===== src/rtl/uart_tx_drain_if.sv =====
// FIFO read port and serial line bundle for uart_tx_drain.
// slave is the transmitter side; master is the FIFO/board side.
interface uart_tx_drain_if;
  logic [7:0] read_data_i;
  logic       read_valid_i;
  logic       fifo_empty_i;
  logic       read_enable_o;
  logic       tx_o;
  logic       busy_o;

  modport master (
    output read_data_i, read_valid_i, fifo_empty_i,
    input  read_enable_o, tx_o, busy_o
  );

  modport slave (
    input  read_data_i, read_valid_i, fifo_empty_i,
    output read_enable_o, tx_o, busy_o
  );
endinterface


===== src/rtl/uart_tx_drain.sv =====
// UART transmitter draining a registered-read FIFO, LSB-first 8N1.
// Define UART_TX_DRAIN_PARITY_EN for 8E1 frames (even parity bit before stop).
module uart_tx_drain #(
  parameter int unsigned CLOCKS_PER_BIT = 868
) (
  input  logic           clk_i,
  input  logic           reset_ni,
  uart_tx_drain_if.slave bus
);

  localparam int unsigned CNT_W = (CLOCKS_PER_BIT > 1) ? $clog2(CLOCKS_PER_BIT) : 1;
  localparam logic [CNT_W-1:0] CNT_LAST = CNT_W'(CLOCKS_PER_BIT - 1);

  typedef enum logic [2:0] {
    IDLE,
    FETCH,
    START,
    DATA,
`ifdef UART_TX_DRAIN_PARITY_EN
    PARITY,
`endif
    STOP
  } state_t;

  state_t           state, state_n;
  logic [7:0]       shift, shift_n;
  logic [CNT_W-1:0] cnt, cnt_n;
  logic [2:0]       idx, idx_n;
  logic             tx, tx_n;
  logic             busy, busy_n;
  logic             bit_end;
`ifdef UART_TX_DRAIN_PARITY_EN
  logic             par, par_n;
`endif

  assign bit_end           = (cnt == CNT_LAST);
  assign bus.read_enable_o = reset_ni && (state == IDLE) && !bus.fifo_empty_i;
  assign bus.tx_o          = tx;
  assign bus.busy_o        = busy;

  always_ff @(posedge clk_i or negedge reset_ni) begin
    if (!reset_ni) begin
      state <= IDLE;
      shift <= '0;
      cnt   <= '0;
      idx   <= '0;
      tx    <= 1'b1;
      busy  <= 1'b0;
`ifdef UART_TX_DRAIN_PARITY_EN
      par   <= 1'b0;
`endif
    end else begin
      state <= state_n;
      shift <= shift_n;
      cnt   <= cnt_n;
      idx   <= idx_n;
      tx    <= tx_n;
      busy  <= busy_n;
`ifdef UART_TX_DRAIN_PARITY_EN
      par   <= par_n;
`endif
    end
  end

  // tx is registered, so each transition loads the level of the bit being entered.
  always_comb begin
    state_n = state;
    shift_n = shift;
    cnt_n   = cnt;
    idx_n   = idx;
    tx_n    = tx;
`ifdef UART_TX_DRAIN_PARITY_EN
    par_n   = par;
`endif
    unique case (state)
      IDLE: begin
        cnt_n = '0;
        idx_n = '0;
        tx_n  = 1'b1;
        if (!bus.fifo_empty_i) state_n = FETCH;
      end
      FETCH: begin
        if (bus.read_valid_i) begin
          shift_n = bus.read_data_i;
`ifdef UART_TX_DRAIN_PARITY_EN
          par_n   = ^bus.read_data_i;
`endif
          cnt_n   = '0;
          idx_n   = '0;
          tx_n    = 1'b0;
          state_n = START;
        end else begin
          tx_n    = 1'b1;
          state_n = IDLE;
        end
      end
      START: begin
        if (bit_end) begin
          cnt_n   = '0;
          tx_n    = shift[0];
          state_n = DATA;
        end else begin
          cnt_n = cnt + 1'b1;
        end
      end
      DATA: begin
        if (bit_end) begin
          cnt_n   = '0;
          shift_n = {1'b0, shift[7:1]};
          if (idx == 3'd7) begin
`ifdef UART_TX_DRAIN_PARITY_EN
            tx_n    = par;
            state_n = PARITY;
`else
            tx_n    = 1'b1;
            state_n = STOP;
`endif
          end else begin
            idx_n = idx + 3'd1;
            tx_n  = shift[1];
          end
        end else begin
          cnt_n = cnt + 1'b1;
        end
      end
`ifdef UART_TX_DRAIN_PARITY_EN
      PARITY: begin
        if (bit_end) begin
          cnt_n   = '0;
          tx_n    = 1'b1;
          state_n = STOP;
        end else begin
          cnt_n = cnt + 1'b1;
        end
      end
`endif
      STOP: begin
        if (bit_end) begin
          cnt_n   = '0;
          tx_n    = 1'b1;
          state_n = IDLE;
        end else begin
          cnt_n = cnt + 1'b1;
        end
      end
      default: begin
        tx_n    = 1'b1;
        state_n = IDLE;
      end
    endcase
    busy_n = (state_n != IDLE);
  end

endmodule

===== src/flat_wrapper.sv =====
// flat-port wrapper written by rule: the top's interface ports become plain ports
module uart_tx_drain_flat 
#(
  parameter int unsigned CLOCKS_PER_BIT = 868
)
  (clk_i, reset_ni, bus_read_data_i, bus_read_valid_i, bus_fifo_empty_i, bus_read_enable_o, bus_tx_o, bus_busy_o);
  uart_tx_drain_if bus_i ();
  input  logic clk_i;
  input  logic reset_ni;
  input wire logic [$bits(bus_i.read_data_i)-1:0] bus_read_data_i;
  input wire logic [$bits(bus_i.read_valid_i)-1:0] bus_read_valid_i;
  input wire logic [$bits(bus_i.fifo_empty_i)-1:0] bus_fifo_empty_i;
  output wire logic [$bits(bus_i.read_enable_o)-1:0] bus_read_enable_o;
  output wire logic [$bits(bus_i.tx_o)-1:0] bus_tx_o;
  output wire logic [$bits(bus_i.busy_o)-1:0] bus_busy_o;
  assign bus_i.read_data_i = bus_read_data_i;
  assign bus_i.read_valid_i = bus_read_valid_i;
  assign bus_i.fifo_empty_i = bus_fifo_empty_i;
  assign bus_read_enable_o = bus_i.read_enable_o;
  assign bus_tx_o = bus_i.tx_o;
  assign bus_busy_o = bus_i.busy_o;
  uart_tx_drain #(.CLOCKS_PER_BIT(CLOCKS_PER_BIT)) u_core (.clk_i(clk_i), .reset_ni(reset_ni), .bus(bus_i));
endmodule

===== config.mk =====
export PLATFORM = sky130hd
export DESIGN_NAME = uart_tx_drain_flat
export DESIGN_NICKNAME = d
export VERILOG_FILES = /design/src/rtl/uart_tx_drain_if.sv /design/src/rtl/uart_tx_drain.sv /design/src/flat_wrapper.sv
export SDC_FILE = /design/constraint.sdc
export NUM_CORES = 1
export LEC_CHECK = 0
export CAP_MARGIN = 20
export CORE_MARGIN = 3
export CORE_UTILIZATION = 59
export DETAILED_ROUTE_END_ITERATION = 10
export GPL_TIMING_DRIVEN = 0
export PLACE_DENSITY = 0.94
export SYNTH_ARGS = -nofsm -noshare
export SYNTH_HDL_FRONTEND = slang
export SYNTH_SLANG_ARGS = --single-unit

===== constraint.sdc =====
create_clock -name clk_i -period 3.1 [get_ports clk_i]
set_clock_uncertainty 0.2 [all_clocks]
set_input_delay 0.93 -clock clk_i [delete_from_list [all_inputs] [get_ports clk_i]]
set_output_delay 0.93 -clock clk_i [all_outputs]
set_load 0.01 [all_outputs]

After elaboration in Yosys (flattened, before gate mapping). Cells that the tools add are included.

Add/subtract/negate cells: 2. Multipliers: 0. Divide/modulo/power cells: 0. $lt $le $gt $ge: 0. Equal/unequal tests: 11. Shift operators: 0. Mux-type cells: 23. Bitwise gates (word level): 0. Reduce and logical (&&, ||, !) cells: 13.

Operators with widths (count): one-hot mux 10 bit (3 select lines) (1); two-way mux 3 bit (8); two-way mux 10 bit (2); two-way mux 8 bit (2); one-hot mux 8 bit (2 select lines) (1); one-hot mux 3 bit (5 select lines) (1); adder 10 x 1 -> 10 bit, second input constant (1); == test 10 bit, second input constant (1); one-hot mux 3 bit (3 select lines) (1); nonzero test 3 bit (3); == test 3 x 2 -> 1 bit, second input constant (2); == test 3 bit, second input constant (2); inequality test 2 x 1 -> 1 bit, second input constant (3); AND reduction 3 bit (2); two-way mux 1 bit (5); inequality test 2 bit, second input constant (2); one-hot mux 1 bit (4 select lines) (1); AND reduction 4 bit (1); adder 3 x 1 -> 3 bit, second input constant (1); == test 3 x 1 -> 1 bit, second input constant (1); logical NOT 3 bit (1); OR reduction 3 bit (1); logical AND 1 bit (2); two-way mux 2 bit (1); other kinds (3) (3).

Flip-flop bits (word level): 26. Bits in latches: 0. Bits in writable memories: 0. Bits in read-only memories: 0. Input bits: 12. Logic and storage cells: 55. Memories: 0.

Depth between registers and ports, before layout. Gate-level depths: netlist (run 1).

Word-level depth: 5. Mapped depth: 6. Gate-level depth less buffers: 6.

Worst setup path after synthesis (run 1). No wires, ideal clock.

Kind: input-to-output. Start: input port bus_fifo_empty_i. End: output port bus_read_enable_o. Arrival time: 1.223 ns. Required time: 1.970 ns. Path slack: 0.747 ns. Cell stages on the path: 2. Buffers on the path: 0. Cells stage by stage: nor2_1 and3_1.

Cells in the longest elaborated chain, start to end: 2.

Ends and longest elaborated chain: start: declaration (line flat_wrapper.sv:12) `input wire logic [$bits(bus_i.fifo_empty_i)-1:0] bus_fifo_empty_i;`; logical NOT 1 bit (line uart_tx_drain.sv:37) `assign bus.read_enable_o = reset_ni && (state == IDLE) && !bus.fifo_empty_i;`; logical AND 1 bit (line uart_tx_drain.sv:37); end: declaration (line flat_wrapper.sv:13) `output wire logic [$bits(bus_i.read_enable_o)-1:0] bus_read_enable_o;`.

No other way between the ends.

Worst setup path after layout (run 1). Ends and elaborated chain as after synthesis.

==> results.yml, run 1 <==
cts:
  ctsHoldBuffers: 0
  clock-root-buffer: "clkbuf_4"
  clk_latency_ns: 0.33
  post_cts_resized: 7
  clk_path_buf_depth: 2
  htree_levels: 1
  cts_buffers: 3
  cts_tree: "yes"
  post_cts_buffers: 0
  clk_pin_slew_worst_paths_ns: 0.14
  clock-sinks: 26
finish:
  multi_input_comb_area_um2: 747.0
  num_antenna_cells: 0
  fill_cells: 163
  instances_no_fill: 182
  syn2layout_area_growth_pct: 14.61
  drive_above_1_share_pct: 22.08
  regArea_um2: 651.9
  fin_nets: 170
pwr:
  power_density_mw_per_mm2: 657.2
  p_leak_uw: 0.0007256
  finalPower_uw: 1084
  ir_drop_uv: 417.6
synthesis:
  netlist_instances: 136
  yosys_warnings: 0
  avgSynthCellArea_um2: 10.58
  synth-seq-cells: 26
  synth_area_mm2: 0.001439
  netlist-cell-type-count: 41
  yosysSeqAreaShare_pct: 45.30
  syn_nets: 151
die:
  num_rows: 17
  core_mm2: 0.002255
  die_w_um: 55.39
  die_height_um: 55.39
  num_io_pins: 15
  dieArea_mm2: 0.003068
  initial_core_util_pct: 63.82
critical_path:
  max_stage_delay_ns: 0.50
  r2r_end: "u_core.cnt[6]"
  critical_path_required_ns: 1.97
  path_class: "in -> out"
  setup.worst_path.start: "bus_fifo_empty_i"
  crit_arrival_ns: 1.91
  crit_fanout: 2
  endpoint: "bus_read_enable_o"
  timing.rr.start: "u_core.cnt[4]"
  crit_slowest_cell: "clkdlybuf4s50_1"
  path_cells: "clkdlybuf4s50_1, nor2_2, and3_1, dlygate4sd2_1"
  rrSetupSlack_ns: 1.05
  start_kind: "input port"
  r2r_cells: 5
  end_kind: "output pin"
drt:
  via_per_inst: 6.066
  drc_errors: 0
  drtPass1Iterations: 4
  drt_iter0_markers: 15
  drt-wirelength-per-cell_um: 14.91
  ant_nets: 0
  wirelength_mm: 2.714
  vias: 1104
timing:
  worst_pin_slew_ns: 0.4247
  maxSlewViolCount: 0
  relSlewSlack_pct: 71.47
  fin_ws_ns: 0.05912
  period_needed_ns: 3.041
  finalSetupViolations: 0
  finalSetupTns_ns: 0
  finalHoldViolations: 0
  rsz0062_at_grt: "no"
  finalCritPeriodShare_pct: 98.09
  fmax_mhz: 328.9
placed_design:
  dp.cells: 178
  dpl.hpwl_mm: 2.005
  portBuffers: 14
  pre_cts_slack_ns: -1.106
  gp_congestion: 0.8927
grt:
  antenna_found_initial: 0
  globalRouteTotalUtil_pct: 19.60
  grt_pass1_wl_mm: 4.795
  grt_pass1_vias: 1124
  grt_overflow_total: 0
  grt_max_degree: 28
run_status:
  status: "complete, no violations"
worst_hold_path:
  hp-class: "in -> async"
run:
  cap_violations: 0
[cell families after synthesis]
group / share of synthesized area, %
muxes: 13.74
and+or+nand+nor: 17.48
buffers and inverters: 2.956
DFF: 45.30
AOI/OAI and AO/OA: 16.70
adders and majority gates: 2.609
xor gates and xnor gates: 1.218
[worst min path at each step]
| stage | startpoint | to | slack, ns | cells past startpoint |
|---|---|---|---|---|
| floorplan | u_core.idx[0] | u_core.idx[0] | 0.25 | 1 |
| detailed placement | u_core.idx[0] | u_core.idx[0] | 0.28 | 1 |
| global route | reset_ni | u_core.state[1] | 0.28 | 1 |
| CTS | reset_ni | u_core.state[2] | 0.27 | 1 |
| global placement | u_core.idx[0] | u_core.idx[0] | 0.26 | 1 |
| finish | reset_ni | u_core.cnt[8] | 0.28 | 1 |
[stage by stage]
stage | util (%) | instance area [um2] | hold slack (ns)
2_1_floorplan | - | 1439 | 0.2516
3_3_place_gp | 71.59 | 1614 | 0.2646
3_5_place_dp | 71.59 | 1614 | 0.2835
4_1_cts | 73.03 | 1647 | 0.2748
5_1_grt | 73.14 | 1649 | 0.2786
6_report | 73.14 | 1649 | 0.2819
[power by group]
part           switching, uW  internal (uW)
Clock                    103           72.0
Sequential              79.5            448
Combinational            181            201
Total                    363            720
[flip-flops by register name, indices dropped and copies added (netlist names)]
signal,flops
u_core.bus.busy_o,1
u_core.bus.tx_o,1
u_core.cnt,10
u_core.idx,3
u_core.shift,8
u_core.state,3
[synth_stat cells, drive strengths merged]
| library cell | n | share of area (%) |
|---|---|---|
| dfrtp | 25 | 43 |
| mux2 | 14 | 11 |
| nand2 | 13 | 3.4 |
| o21ai | 9 | 3.1 |
| a21oi | 7 | 2.7 |
| inv | 6 | 1.6 |
| nor2 | 6 | 1.6 |
| and2 | 4 | 1.9 |
| mux2i | 4 | 2.8 |
| nand3 | 4 | 1.4 |
| and3 | 3 | 1.3 |
| buf | 3 | 1.0 |
| ha | 3 | 2.6 |
| nand2b | 3 | 1.3 |
| a2111oi | 2 | 3.0 |
| a211oi | 2 | 1.4 |
| a2bb2oi | 2 | 1.2 |
| nor3 | 2 | 0.70 |
| nor4 | 2 | 1.9 |
| o21bai | 2 | 1.0 |
| o31ai | 2 | 1.0 |
| or2 | 2 | 0.87 |
| or3 | 2 | 0.87 |
| xnor2 | 2 | 1.2 |
| a22o | 1 | 0.61 |
| a22oi | 1 | 0.52 |
| a31oi | 1 | 0.44 |
| clkbuf | 1 | 0.35 |
| dfstp | 1 | 1.8 |
| nand3b | 1 | 0.78 |
| nand4 | 1 | 0.44 |
| nor2b | 1 | 0.44 |
| o22ai | 1 | 0.44 |
| o2bb2ai | 1 | 0.61 |
| o311ai | 1 | 0.61 |
| or3b | 1 | 0.61 |
[cell type report]
type | count | share of cell area (%)
timing repair buffer | 14 | 8.270
inverter | 6 | 1.366
sequential | 26 | 39.53
clock buffer | 4 | 2.200
tap | 28 | 2.124
multi-input combinational | 100 | 45.30
buffer | 4 | 1.214
[per-layer routing]
metal	part of all wire [%]	wire length [um]	up-vias	GRT usage, %
met5	0	0	-	0
met4	2.3	62	0	10.76
met3	5.5	148	7	3.271
met2	47	1284	38	30.41
met1	45	1219	529	25.98
li1	-	-	530	-
[layout by cell type, fill, tap and decap left out, types with 2 or more instances in the layout]
cell / count
mux2i_1: 4
nand3_1: 4
nor2_1: 5
nand2_1: 13
nor3_1: 2
or3_1: 2
nand2b_1: 3
a21oi_1: 6
dfrtp_1: 25
clkdlybuf4s50_1: 12
ha_1: 3
buf_2: 3
clkbuf_4: 3
inv_1: 6
o31ai_1: 2
or2_2: 2
o21bai_1: 2
and3_1: 3
xnor2_1: 2
mux2_2: 14
o21ai_0: 9
and2_1: 3
a2bb2oi_1: 2
[worst max-delay path: cells and delay by family]
kind                   cells  cell delay, ns
buffers and inverters      2            0.78
AND/OR/NAND/NOR            2            0.20
Note: power is estimated with default switching activity, not from simulation.
==> run 2: changes to the inputs <==
--- a/config.mk
+++ b/config.mk
@@ -6,11 +6,12 @@
 export NUM_CORES = 1
 export LEC_CHECK = 0
 export CAP_MARGIN = 20
+export CORE_ASPECT_RATIO = 2
 export CORE_MARGIN = 3
-export CORE_UTILIZATION = 59
+export CORE_UTILIZATION = 50
 export DETAILED_ROUTE_END_ITERATION = 10
 export GPL_TIMING_DRIVEN = 0
-export PLACE_DENSITY = 0.94
+export PLACE_DENSITY = 0.83
 export SYNTH_ARGS = -nofsm -noshare
 export SYNTH_HDL_FRONTEND = slang
 export SYNTH_SLANG_ARGS = --single-unit
==> run 2 against run 1 <==
  * Largest power group unchanged
  * Combinational power about the same
  * Via count decreased by 1.6%
  * Sequential share of layout area down 0.68 points
  * Clock power up 13%
  * Highest routed layer unchanged
  * Register-to-register slack barely moved
  * Setup slack improved by 0.028 ns
==> results.yml, run 2 (synthesis results as in run 1) <==
run_status:
  status: "complete, no violations"
pwr:
  power_density_mw_per_mm2: 662.5
  seq_power_share_pct: 47.7
  p_switching_uw: 369.5
  p_int_uw: 742.1
  finalPower_uw: 1112
  switching_share_pct: 33.24
  p_leak_uw: 0.0007310
  ir_drop_uv: 395.0
  power_frac_clock_pct: 17.7
  comb_power_share_pct: 34.6
grt:
  grt_overflow_total: 0
  antenna_found_initial: 0
  globalRouteTotalUtil_pct: 18.05
  grt_pass1_wl_mm: 4.968
  grt_pass1_vias: 1194
  grt_max_degree: 15
timing:
  finalCritPeriodShare_pct: 97.19
  fmax_mhz: 331.9
  finalHoldViolations: 0
  finalSetupTns_ns: 0
  rsz0062_at_grt: "no"
  relSlewSlack_pct: 71.18
  period_needed_ns: 3.013
  finalSetupViolations: 0
  maxSlewViolCount: 0
  worst_pin_slew_ns: 0.4323
  fin_ws_ns: 0.08711
critical_path:
  rrSetupSlack_ns: 1.05
  critical_path_required_ns: 1.97
  path_class: "in -> out"
  r2r_cells: 5
  path_cells: "clkdlybuf4s50_1, nor2_2, and3_1, clkdlybuf4s15_1"
  crit_slowest_cell: "clkdlybuf4s50_1"
  start_kind: "input port"
  crit_arrival_ns: 1.88
  crit_fanout: 2
  r2r_end: "u_core.state[0]"
  crit_family: "buffers and inverters"
  end_kind: "output pin"
  max_stage_delay_ns: 0.43
  path_buf_inv: 2
  timing.rr.start: "u_core.cnt[3]"
worst_hold_path:
  hp-class: "reg -> reg"
  min_to: "u_core.bus.tx_o"
  whs_path_depth: 2
  min-delay-start: "u_core.bus.tx_o"
drt:
  drt_iter0_markers: 27
  drt-wirelength-per-cell_um: 15.23
  vias: 1086
  drc_errors: 0
  via_per_inst: 5.934
  drtPass1Iterations: 4
  wirelength_mm: 2.788
  ant_nets: 0
die:
  dieArea_mm2: 0.003596
  num_io_pins: 15
  core_mm2: 0.002635
  num_rows: 26
  initial_core_util_pct: 54.61
  die_w_um: 43.93
  die_height_um: 81.87
finish:
  final_common_cell: "dfrtp_1"
  drive_above_1_share_pct: 21.94
  largest_register_ffs: 10
  largest_registers: "u_core.cnt (10), u_core.shift (8)"
  syn2layout_area_growth_pct: 16.61
  fill_cells: 202
  top_register: "u_core.cnt"
  final_cell_mix: "dfrtp_1 (25), mux2_2 (14), nand2_1 (13), clkdlybuf4s50_1 (12), o21ai_0 (9)"
  post-route-util_pct: 63.68
  fin_nets: 171
  num_antenna_cells: 0
placed_design:
  pre_cts_slack_ns: -0.6629
  dpl.hpwl_mm: 2.246
  gp_congestion: 0.7913
  portBuffers: 14
cts:
  clk_pin_slew_worst_paths_ns: 0.08
  post_cts_buffers: 0
  cts_buffers: 3
  clk_latency_ns: 0.27
  cts_tree: "yes"
  ctsHoldBuffers: 0
  htree_levels: 1
  post_cts_resized: 5
  clk_path_buf_depth: 2
  clock-root-buffer: "clkbuf_8"
  clock-sinks: 26
run:
  cap_violations: 0
run 2: worst register-to-register path, delay by kind of cell, from the launching register on:
| kind | cells | cell delay (ns) |
|---|---|---|
| flops | 1 | 0.37 |
| simple gates | 3 | 0.80 |
| buf+inv | 1 | 0.16 |
| compound gates | 1 | 0.41 |
run 2: power groups by stage:
stage | clock [uW] | combinational, uW | sequential (uW)
after floorplan | 0 | 296 | 516
after CTS | 198 | 388 | 530
after global routing | 211 | 441 | 545
after global placement | 0 | 361 | 527
after detailed placement | 0 | 385 | 535
final | 197 | 384 | 530
run 2: worst max-delay path by stage:
stage | from | endpoint | cells after the start
detailed placement | reset_ni | bus_read_enable_o | 3
floorplan | bus_fifo_empty_i | bus_read_enable_o | 2
CTS | bus_fifo_empty_i | bus_read_enable_o | 4
finish | bus_fifo_empty_i | bus_read_enable_o | 4
global route | bus_fifo_empty_i | bus_read_enable_o | 4
global placement | reset_ni | bus_read_enable_o | 3
run 2: final cells by class:
class | instances | area (um2) | area share (%)
clock buffers | 4 | 45.04 | 2.685
well taps | 28 | 35.03 | 2.088
flip-flops and latches | 26 | 651.9 | 38.85
inverters | 6 | 22.52 | 1.342
repair buffers | 15 | 156.4 | 9.321
plain buffers | 4 | 20.02 | 1.193
multi-input cells | 100 | 747.0 | 44.52
run 2: metal layers:
layer	up-vias	global-route usage (%)	part of all wire (%)
met3	11	1.316	2.3
li1	529	-	-
met5	-	0	0
met2	22	35.67	56
met4	0	9.063	3.4
met1	524	17.53	38
run 2: through the flow:
stage	instances	hold WS, ns	cell area, um2
5_1_grt	183	0.3378	1678
4_1_cts	183	0.2939	1677
3_3_place_gp	178	0.2645	1614
3_5_place_dp	179	0.2792	1629
6_report	183	0.2865	1678
2_1_floorplan	136	0.2516	1439
